$ cat src/rtl/phy_tx_defs.vh
// Shared constants for the PHY TX controller: FSM state encodings and the
// fixed training / idle words placed on data_out.
`ifndef PHY_TX_DEFS_VH
`define PHY_TX_DEFS_VH

typedef enum logic [1:0] {
  ST_OFF    = 2'd0,
  ST_TRAIN  = 2'd1,
  ST_ACTIVE = 2'd2
} phy_state_e;

localparam logic [31:0] TS_WORD   = 32'hBCBC_BCBC;
localparam logic [31:0] IDLE_WORD = 32'h0000_0000;

`endif

$ cat src/rtl/phy_tx_ctrl_pkg.sv
// Package wrapper around the shared defines so RTL and bench can import
// the state type and the fixed words.
package phy_tx_ctrl_pkg;
  `include "phy_tx_defs.vh"
endpackage

$ cat src/rtl/phy_tx_rr_arb.sv
// Two-way round-robin arbiter with a per-owner burst limit. The owner
// (last granted) keeps the link until its burst reaches MAX_BURST or it
// stops requesting.
module phy_tx_rr_arb #(
  parameter int MAX_BURST = 8
) (
  input  logic clk_f,
  input  logic reset,
  input  logic clr_i,
  input  logic en_i,
  input  logic req_0,
  input  logic req_1,
  output logic gnt_0,
  output logic gnt_1
);

  logic       last_q, last_d;
  logic [7:0] burst_q, burst_d;
  logic       req_last, req_other, owner_keep;
  logic       g_last, g_other;

  assign req_last  = last_q ? req_1 : req_0;
  assign req_other = last_q ? req_0 : req_1;
  // A zero burst count means no owner yet, so requester 0 wins first.
  assign owner_keep = (burst_q != 8'd0) && req_last && (burst_q < 8'(MAX_BURST));

  always_comb begin
    g_last  = 1'b0;
    g_other = 1'b0;
    last_d  = last_q;
    burst_d = burst_q;
    if (clr_i) begin
      last_d  = 1'b1;
      burst_d = 8'd0;
    end else if (en_i) begin
      if (owner_keep) begin
        g_last  = 1'b1;
        burst_d = burst_q + 8'd1;
      end else if (req_other) begin
        g_other = 1'b1;
        last_d  = ~last_q;
        burst_d = 8'd1;
      end else if (req_last) begin
        g_last  = 1'b1;
        burst_d = 8'd1;
      end
    end
  end

  assign gnt_0 = (g_last & ~last_q) | (g_other & last_q);
  assign gnt_1 = (g_last & last_q) | (g_other & ~last_q);

  always_ff @(posedge clk_f) begin
    if (reset) begin
      last_q  <= 1'b1;
      burst_q <= 8'd0;
    end else begin
      last_q  <= last_d;
      burst_q <= burst_d;
    end
  end

endmodule

$ cat src/rtl/phy_tx_ctrl.sv
// PHY TX link controller: OFF/TRAIN/ACTIVE FSM, training word sequencer and
// registered output stage fed by a two-way round-robin arbiter.
module phy_tx_ctrl
  import phy_tx_ctrl_pkg::*;
#(
  parameter int TS_LEN    = 16,
  parameter int MAX_BURST = 8
) (
  input  logic        clk_f,
  input  logic        reset,
  input  logic        link_en,
  input  logic        req_0,
  input  logic        req_1,
  input  logic [31:0] data_0,
  input  logic [31:0] data_1,
  output logic        gnt_0,
  output logic        gnt_1,
  output logic [31:0] data_out,
  output logic        valid_out,
  output logic [1:0]  state_out
);

  phy_state_e  state_q, state_d;
  logic [7:0]  ts_cnt_q, ts_cnt_d;
  logic [31:0] data_q, data_d;
  logic        valid_q, valid_d;
  logic        arb_en, arb_clr;

  assign arb_en  = (state_q == ST_ACTIVE) && link_en && !reset;
  assign arb_clr = (state_q != ST_ACTIVE);

  phy_tx_rr_arb #(.MAX_BURST(MAX_BURST)) u_arb (
    .clk_f (clk_f),
    .reset (reset),
    .clr_i (arb_clr),
    .en_i  (arb_en),
    .req_0 (req_0),
    .req_1 (req_1),
    .gnt_0 (gnt_0),
    .gnt_1 (gnt_1)
  );

  always_comb begin
    state_d  = state_q;
    ts_cnt_d = ts_cnt_q;
    data_d   = IDLE_WORD;
    valid_d  = 1'b0;
    case (state_q)
      ST_OFF: begin
        ts_cnt_d = 8'd0;
        if (link_en) state_d = ST_TRAIN;
      end
      ST_TRAIN: begin
        if (!link_en) begin
          state_d  = ST_OFF;
          ts_cnt_d = 8'd0;
        end else begin
          data_d   = TS_WORD;
          valid_d  = 1'b1;
          ts_cnt_d = ts_cnt_q + 8'd1;
          if (ts_cnt_q == 8'(TS_LEN - 1)) begin
            state_d  = ST_ACTIVE;
            ts_cnt_d = 8'd0;
          end
        end
      end
      ST_ACTIVE: begin
        if (!link_en) begin
          state_d = ST_OFF;
        end else if (gnt_0) begin
          data_d  = data_0;
          valid_d = 1'b1;
        end else if (gnt_1) begin
          data_d  = data_1;
          valid_d = 1'b1;
        end
      end
      default: state_d = ST_OFF;
    endcase
  end

  always_ff @(posedge clk_f) begin
    if (reset) begin
      state_q  <= ST_OFF;
      ts_cnt_q <= 8'd0;
      data_q   <= IDLE_WORD;
      valid_q  <= 1'b0;
    end else begin
      state_q  <= state_d;
      ts_cnt_q <= ts_cnt_d;
      data_q   <= data_d;
      valid_q  <= valid_d;
    end
  end

  assign data_out  = data_q;
  assign valid_out = valid_q;
  assign state_out = state_q;

endmodule

$ cat config.mk
export PLATFORM = sky130hd
export DESIGN_NAME = phy_tx_ctrl
export DESIGN_NICKNAME = d
export VERILOG_FILES = /design/src/rtl/phy_tx_ctrl_pkg.sv /design/src/rtl/phy_tx_rr_arb.sv /design/src/rtl/phy_tx_ctrl.sv
export VERILOG_INCLUDE_DIRS = /design/src /design/src/rtl
export SDC_FILE = /design/constraint.sdc
export NUM_CORES = 1
export LEC_CHECK = 0
export CAP_MARGIN = 40
export CELL_PAD_IN_SITES_DETAIL_PLACEMENT = 0
export CELL_PAD_IN_SITES_GLOBAL_PLACEMENT = 1
export CORE_MARGIN = 4
export CORE_UTILIZATION = 31
export CTS_CLUSTER_SIZE = 10
export DETAILED_ROUTE_END_ITERATION = 12
export GPL_ROUTABILITY_DRIVEN = 0
export HOLD_SLACK_MARGIN = 0.05
export PLACE_DENSITY = 0.87
export SETUP_SLACK_MARGIN = 0.05
export SYNTH_ARGS = -nofsm -noshare
export SYNTH_HDL_FRONTEND = slang
export SYNTH_HIERARCHICAL = 1
export SYNTH_SLANG_ARGS = --single-unit
$ cat constraint.sdc
create_clock -name clk_f -period 4.7 [get_ports clk_f]
set_clock_uncertainty 0.05 [all_clocks]
set_input_delay 0.94 -clock clk_f [delete_from_list [all_inputs] [get_ports clk_f]]
set_output_delay 0.94 -clock clk_f [all_outputs]
set_load 0.05 [all_outputs]
# == After elaboration in Yosys (flattened, before gate mapping) ==
# Cells that the tools add are included.
# word_totals
in_bits,69
elab_cells,69
ff_bits,52
# classes
n_addsub,2
n_eq_ne,7
n_lt_le_gt_ge,1
reduce_logical,13
mux,32
bitwise,8
# ops
cell,n
32-bit two-way mux,4
32-bit one-hot mux with 2 select lines,1
8-bit two-way mux,5
"8-bit by 1-bit adder with 8-bit output, second input constant",2
8-bit one-hot mux with 2 select lines,1
1-bit two-way mux,15
"8-bit by 4-bit equality test with 1-bit output, second input constant",1
"8-bit by 4-bit < comparator with 1-bit output, second input constant",1
2-bit two-way mux,4
8-bit nonzero test,1
"2-bit != test, second input constant",3
2-bit one-hot mux with 3 select lines,1
3-bit AND reduction,2
1-bit bitwise AND,4
1-bit logical AND,4
"3-bit != test, second input constant",1
3-bit nonzero test,1
"2-bit by 1-bit equality test with 1-bit output, second input constant",1
"2-bit equality test, second input constant",1
2-bit zero test,1
1-bit NOT,2
1-bit bitwise OR,2
1-bit one-hot mux with 2 select lines,1
2-bit AND reduction,1
3 further kinds,3

# == Longest topological paths before layout ==
# Gate-level depths: netlist of run 1.
# logic_depth
word_depth,12
mapped_depth,11
ltp_nobuf,11

# == Hierarchy ==
# The synthesis of run 1 kept the hierarchy.
# modules_own_cells
mod,area_each_um2,cells_each,instances
phy_tx_ctrl,1717.9,183,1
phy_tx_rr_arb,501.7,59,1

# == Worst setup path before layout of run 1 ==
# Ideal clock, no wire load.
# synth_path
path_type,reg2out
from,register u_arb.burst_q[4]
to,output gnt_0
path_stages_with_launch,5
slack_ns,1.082
arrival_ns,2.628
t_required_ns,3.710
cell_sequence,dfxtp_1 > or4_4 > or3_4 > xnor2_1 > a211oi_1
# synth_between
elab_chain_cells,8
elab_cells_between_ends,13
cone_classes,1 x order compare; 6 x mux; 3 x bitwise; 3 x reduce/logical
# synth_lines
element,line,text
from (decl),phy_tx_rr_arb.sv:18,"logic [7:0] burst_q, burst_d;"
from (signal assigned),phy_tx_rr_arb.sv:59,burst_q <= burst_d;
"parallel branches: the longest is 2 deep, another holds 8-bit by 4-bit < comparator with 1-bit output",n/a,
1-bit logical AND *,phy_tx_rr_arb.sv:25,assign owner_keep = (burst_q != 8'd0) && req_last && (burst_q < 8'(MAX_BURST));
1-bit two-way mux,phy_tx_rr_arb.sv:36,if (owner_keep) begin
1-bit two-way mux,phy_tx_rr_arb.sv:35,end else if (en_i) begin
1-bit two-way mux,phy_tx_rr_arb.sv:32,if (clr_i) begin
1-bit bitwise AND,phy_tx_rr_arb.sv:50,assign gnt_0 = (g_last & ~last_q) | (g_other & last_q);
1-bit bitwise OR *,phy_tx_rr_arb.sv:50,
to (decl),phy_tx_ctrl.sv:16,"output logic gnt_0,"
# Every way passes the cells marked *.

# == Worst setup path in the final report of run 1 ==
# layout_path
from,input link_en
to,output gnt_1
# layout_between
elab_chain_cells,6
elab_cells_between_ends,9
cone_classes,4 x mux; 3 x bitwise; 2 x reduce/logical
# layout_lines
element,line,text
from (decl),phy_tx_ctrl.sv:11,"input logic link_en,"
1-bit logical AND * (2 in a row),phy_tx_ctrl.sv:29,assign arb_en = (state_q == ST_ACTIVE) && link_en && !reset;
named net arb_en,phy_tx_ctrl.sv:27,"logic arb_en, arb_clr;"
1-bit two-way mux,phy_tx_rr_arb.sv:35,
1-bit two-way mux,phy_tx_rr_arb.sv:32,
1-bit bitwise AND,phy_tx_rr_arb.sv:51,assign gnt_1 = (g_last & last_q) | (g_other & ~last_q);
1-bit bitwise OR *,phy_tx_rr_arb.sv:51,
to (decl),phy_tx_ctrl.sv:17,"output logic gnt_1,"
# The timed path passes the listed nets; every way through them passes the cells marked *.

==> results.json, run 1 <==
{
  "power_density_nw_per_um2": 295,
  "setup_viol": 0,
  "end_kind": "primary output",
  "synth_seq_cells": 52,
  "portBuffers": 105,
  "syn_inst": 242,
  "num_vias": 2123,
  "syn_area_um2": 2220,
  "nets": 421,
  "area_delta_synth_final_pct": 56.8,
  "synth_fp_nets": 318,
  "timing_max_transition_violations_final": 0,
  "post_cts.repair.setup_buffers": 0,
  "start_kind": "primary input",
  "mostFrequentLayoutCell": "clkdlybuf4s50_1",
  "layout_common_cells": "clkdlybuf4s50_1 (104), dfxtp_1 (52), a22oi_1 (32)",
  "grt_use_total_pct": 14.1,
  "syn_area_per_cell_um2": 9.17,
  "use_met1_pct": 16.7,
  "crit_chain": "clkdlybuf4s50_1 > nand2_1 > nor2_1 > nand2_1 > nor2_1 > o21a_1 > clkdlybuf4s50_1",
  "hold_depth": 2,
  "route.detailed.drc": 0,
  "met3_usage_pct": 5.20,
  "use_met2_pct": 24.2,
  "grt_pass1_vias": 2095,
  "fin_area_um2": 3480,
  "dpl_cell_area_um2": 3390,
  "maxSlewHeadroom_pct": 54.7,
  "synth_cell_types": 46,
  "crit_arrival_ns": 3.03,
  "r2r_end": "data_out[14]$_SDFF_PP0_",
  "critPathMaxFanout": 5,
  "die_h_um": 92.6,
  "cts.sinks": 52,
  "clk_pin_slew_ns": 0.10,
  "clockBufferDepth": 2,
  "tns_ns": 0,
  "fillCellCount": 665,
  "fmax_ghz": 0.249,
  "drive_gt1_share_pct": 8.09,
  "clk_latency_ns": 0.31,
  "antenna_found_initial": 0,
  "min_to": "u_arb/burst_q[1]$_SDFFE_PP0P_",
  "cts_made_buffers": 5,
  "die_width_um": 92.6,
  "path_class": "in2out",
  "diodes": 0,
  "synth_warnings": 6,
  "cts_root_buf": "clkbuf_8",
  "cts_tree": "done",
  "hpwl_um": 4580,
  "ys_seq_area_share_pct": 46.9,
  "critPathSlowestCell": "clkdlybuf4s50_1",
  "cts_resized": 0,
  "rr_startpoint": "u_arb/burst_q[4]$_SDFFE_PP0P_",
  "p_leak_nw": 1.18,
  "overflow": 0,
  "slowest_delay_ns": 0.83,
  "final_antenna_net_count": 0,
  "status": "finished, final reports clean",
  "drt_iter0_drc": 61,
  "post-route-min-period_ns": 4.02,
  "cts-hold-fix-buffers": 0,
  "routed_wl_um": 6160,
  "grt_pass1_wl_um": 9850,
  "hold_viol": 0,
  "cap_viol_max_count": 0,
  "post-route-period-util_pct": 85.5,
  "worst_slew_pin_slew_ns": 0.672,
  "vdd_drop_max_v": 0.000116,
  "min_from": "u_arb/burst_q[1]$_SDFFE_PP0P_",
  "die_area_um2": 8580,
  "grt.busiest_layer": "met2",
  "wl_per_cell_um": 13.9,
  "initial_utilization_pct": 32.3,
  "rrSetupSlack_ns": 1.70,
  "row_count": 30,
  "r2r_cells": 9,
  "firstDrtPassIters": 4,
  "grt_start_max_net_pins": 36,
  "hp-class": "reg2reg",
  "core_um2": 6870,
  "ios": 106,
  "detail_route.vias_per_cell": 4.80,
  "cp_data_required_time_ns": 3.71,
  "rsz0062_at_grt": "false",
  "htree_num_levels": 2
}
## flip-flops by register name (all words and copies together), names as in the netlist
name,count
state_out,2
ts_cnt_q,8
u_arb/last_q,1
data_out,32
valid_out,1
u_arb/burst_q,8
## power by group
group / switching (W) / total [W] / leakage, nW / internal [W]
sequential: 0.00000938 / 0.000471 / 0.420 / 0.000461
clock: 0.000159 / 0.000268 / 0.0452 / 0.000109
combinational: 0.000167 / 0.000288 / 0.716 / 0.000121
total: 0.000336 / 0.00103 / 1.18 / 0.000691
## critical path: cells and delay by family
family	cells	cell delay (ns)
AOI/OAI and AO/OA	1	0.20
buffers and inverters	2	1.37
and+or+nand+nor	4	0.52
## area by class of cell
cell class | instances | area [um^2] | share of cell area (%)
tap | 96 | 120 | 3.45
clock inverter | 3 | 25.0 | 0.719
timing repair buffer | 109 | 1090 | 31.3
inverter | 9 | 33.8 | 0.971
multi-input combinational | 168 | 1100 | 31.6
clock buffer | 5 | 68.8 | 1.98
sequential | 52 | 1040 | 29.9
## worst max path at each step
| stage | startpoint | endpoint | slack (ns) | cells past startpoint |
|---|---|---|---|---|
| after floorplan | u_arb/burst_q[4]$_SDFFE_PP0P_ | gnt_0 | 1.08 | 4 |
| after global placement | link_en | gnt_1 | 0.74 | 7 |
| after detailed placement | link_en | gnt_1 | 0.69 | 7 |
| after CTS | link_en | gnt_1 | 0.69 | 7 |
| after global routing | link_en | gnt_1 | 0.50 | 7 |
| final | link_en | gnt_1 | 0.68 | 7 |
## cell families after synthesis
| kind of cell | Yosys count | share of synthesized area [%] |
|---|---|---|
| buffers and inverters | 22 | 4.17 |
| AO/OA/AOI/OAI | 84 | 26.1 |
| flip-flops | 52 | 46.9 |
| adder cells (fa/ha/maj) | 7 | 3.95 |
| XOR/XNOR | 6 | 2.37 |
| multiplexers | 1 | 0.451 |
| AND/OR/NAND/NOR | 70 | 16.1 |
## through the flow
step                      util, %  instances  total power (W)  hold WS (ns)  setup WS (ns)
after floorplan                 -        242         0.000643         0.415           1.08
after global placement       49.3        434         0.000766         0.432          0.739
after detailed placement     49.3        434         0.000769         0.452          0.686
after CTS                    50.7        442          0.00104         0.467          0.687
after global routing         50.7        442          0.00108         0.503          0.504
final                        50.7        442          0.00103         0.461          0.683
## Yosys cell counts, drive strengths merged
cell	n	share of area, %
or2	1	0.28
nand4	1	0.28
mux2i	1	0.45
or4	1	0.51
inv	9	1.5
nor2	28	4.7
o2111ai	2	0.79
a21boi	1	0.34
nor3	6	1.9
ha	7	3.9
a41oi	2	0.79
or3	1	0.51
xnor2	4	1.6
a31o	1	0.39
nand2	15	2.5
and3	4	1.2
a22oi	32	11
a31oi	2	0.56
nand3b	1	0.34
buf	4	1.1
and2	1	0.28
a211o	1	0.45
clkbuf	9	1.5
a211oi	1	0.34
xor2	2	0.79
nand2b	1	0.28
and2b	1	0.34
dfxtp	52	47
or4b	1	0.45
nand3	4	0.90
o31ai	1	0.34
a21oi	7	1.7
o221a	2	1.0
o21ai	28	6.3
o21a	2	0.68
o22ai	1	0.28
nor2b	2	0.56
and4b	1	0.62
a2111oi	1	1.2
nor3b	1	0.34
## metal layers
layer  vias to the layer above  part of all wire [%]
li1                       1079                     -
met1                       966                    44
met2                        71                    48
met3                         7                   7.6
met4                         0                   1.1
met5                         -                     0
(Power assumes the default switching activity.)
==> inputs of run 2 (changes only) <==
--- a/config.mk
+++ b/config.mk
@@ -10,13 +10,15 @@
 export CELL_PAD_IN_SITES_DETAIL_PLACEMENT = 0
 export CELL_PAD_IN_SITES_GLOBAL_PLACEMENT = 1
 export CORE_MARGIN = 4
-export CORE_UTILIZATION = 31
+export CORE_UTILIZATION = 32
+export CTS_BUF_LIST = sky130_fd_sc_hd__clkbuf_8
 export CTS_CLUSTER_SIZE = 10
 export DETAILED_ROUTE_END_ITERATION = 12
 export GPL_ROUTABILITY_DRIVEN = 0
 export HOLD_SLACK_MARGIN = 0.05
-export PLACE_DENSITY = 0.87
+export PLACE_DENSITY = 0.89
 export SETUP_SLACK_MARGIN = 0.05
+export SKIP_LAST_GASP = 1
 export SYNTH_ARGS = -nofsm -noshare
 export SYNTH_HDL_FRONTEND = slang
 export SYNTH_HIERARCHICAL = 1
==> run 2 against run 1 <==
Combinational power barely moved. Count of clock-buffer cells in the layout rose by 2. Sequential cell count unchanged. Sequential power barely moved. Final area unchanged. Clock power rose by 22%. Final cell count shrank 3.6%. Power up 5.8%. Critical endpoint unchanged. Largest cell class unchanged. Highest routed layer unchanged.
==> results.json, run 2 (same netlist as run 1, synthesis figures left out) <==
{
  "status": "finished, final reports clean",
  "rr_startpoint": "u_arb/burst_q[4]$_SDFFE_PP0P_",
  "nets": 421,
  "layout_common_cells": "clkdlybuf4s50_1 (104), dfxtp_1 (52), a22oi_1 (32)",
  "antenna_found_initial": 0,
  "die_area_um2": 8330,
  "hold_viol": 0,
  "cts_resized": 0,
  "fmax_ghz": 0.248,
  "fillCellCount": 652,
  "drt_iter0_drc": 65,
  "totalPowerFinal_w": 0.00109,
  "clockBufferDepth": 2,
  "cts.sinks": 52,
  "cp_data_required_time_ns": 3.71,
  "timing_max_transition_violations_final": 0,
  "grt_start_max_net_pins": 36,
  "dpl_cell_area_um2": 3350,
  "die_width_um": 91.3,
  "detail_route.vias_per_cell": 5.04,
  "power_density_nw_per_um2": 312,
  "cap_viol_max_count": 0,
  "worst-path-buf-inv": 2,
  "critPathSlowestCell": "clkdlybuf4s50_1",
  "firstDrtPassIters": 4,
  "wl_per_cell_um": 14.3,
  "cts_tree": "done",
  "htree_num_levels": 2,
  "area_delta_synth_final_pct": 56.8,
  "startpoint": "link_en",
  "maxSlewHeadroom_pct": 54.0,
  "grt_use_total_pct": 14.6,
  "post-route-min-period_ns": 4.04,
  "post_cts.repair.setup_buffers": 0,
  "place_inst": 418,
  "p_leak_nw": 1.20,
  "crit_family": "buffers and inverters",
  "route.detailed.drc": 0,
  "setup_viol": 0,
  "hpwl_um": 4560,
  "clk_pin_slew_ns": 0.09,
  "end_kind": "primary output",
  "die_h_um": 91.3,
  "portBuffers": 105,
  "cts_made_buffers": 5,
  "core_um2": 6760,
  "drive_gt1_share_pct": 8.09,
  "overflow": 0,
  "worst_slew_pin_slew_ns": 0.683,
  "largest_reg_flops": 32,
  "ios": 106,
  "holdWs_ns": 0.456,
  "critPathMaxFanout": 5,
  "final_cells": 426,
  "vdd_drop_max_v": 0.000131,
  "tns_ns": 0,
  "initial_utilization_pct": 32.9,
  "min_from": "u_arb/burst_q[1]$_SDFFE_PP0P_",
  "diodes": 0,
  "cts_root_buf": "clkbuf_8",
  "num_vias": 2149,
  "final_antenna_net_count": 0,
  "grt_pass1_vias": 2111,
  "path_class": "in2out",
  "row_count": 30,
  "crit_arrival_ns": 3.05,
  "crit_chain": "clkdlybuf4s50_1 > nand2_1 > nor2_1 > nand2_1 > nor2_1 > o21a_1 > clkdlybuf4s50_1",
  "clk_latency_ns": 0.29,
  "start_kind": "primary input",
  "slowest_delay_ns": 0.84,
  "mostFrequentLayoutCell": "clkdlybuf4s50_1",
  "post-route-period-util_pct": 85.9,
  "grt_pass1_wl_um": 10000,
  "cts-hold-fix-buffers": 0,
  "hp-class": "reg2reg",
  "fin_area_um2": 3480,
  "routed_wl_um": 6090,
  "rsz0062_at_grt": "false"
}
run 2: changes by cell type in the layout (fill, tap and decap cells not counted), sizes merged:
| cell | delta |
|---|---|
| bufinv | +1 |
| clkbuf | +2 |
| clkinvlp | -1 |
| inv | -2 |
run 2: where the power goes:
group | total, W | internal (W) | leakage [nW] | switching, W
Clock | 0.000328 | 0.000188 | 0.0645 | 0.000140
Combinational | 0.000286 | 0.000120 | 0.714 | 0.000166
Sequential | 0.000472 | 0.000461 | 0.420 | 0.0000111
run 2: area by class of cell:
cell class | instances | area (um^2) | share of cell area, %
sequential | 52 | 1040 | 29.9
multi-input combinational | 168 | 1100 | 31.6
timing repair buffer | 109 | 1080 | 31.0
tap | 80 | 100 | 2.88
inverter | 9 | 33.8 | 0.971
clock buffer | 7 | 96.3 | 2.77
clock inverter | 1 | 30.0 | 0.863
run 2: final timing paths:
path	endpoint	slack (ns)	cells after the start
hold reg to reg	u_arb/burst_q[1]$_SDFFE_PP0P_	0.46	2
setup / recovery	gnt_1	0.66	7
hold / removal	u_arb/burst_q[1]$_SDFFE_PP0P_	0.46	2
setup reg to reg	data_out[11]$_SDFF_PP0_	1.79	9
run 2: routing by layer:
| metal | wire length [um] | up-vias | global-route usage (%) |
|---|---|---|---|
| li1 | - | 1079 | - |
| met1 | 2490 | 1008 | 16.6 |
| met2 | 3130 | 60 | 26.8 |
| met3 | 448 | 2 | 4.56 |
| met4 | 17 | 0 | 2.64 |
| met5 | 0 | - | 0 |
run 2: worst reg2reg max path: cells and delay by family (launching register included):
kind	cells	cell delay [ns]
AND/OR/NAND/NOR	3	1.01
AO/OA/AOI/OAI	3	0.53
XOR/XNOR	1	0.18
buffers and inverters	2	0.63
flip-flops	1	0.35
run 2: per-stage QoR:
stage | util, % | worst slack [ns]
3_5_place_dp | 49.6 | 0.670
5_1_grt | 51.5 | 0.489
2_1_floorplan | - | 1.08
4_1_cts | 51.5 | 0.655
6_report | 51.5 | 0.663
3_3_place_gp | 49.6 | 0.701
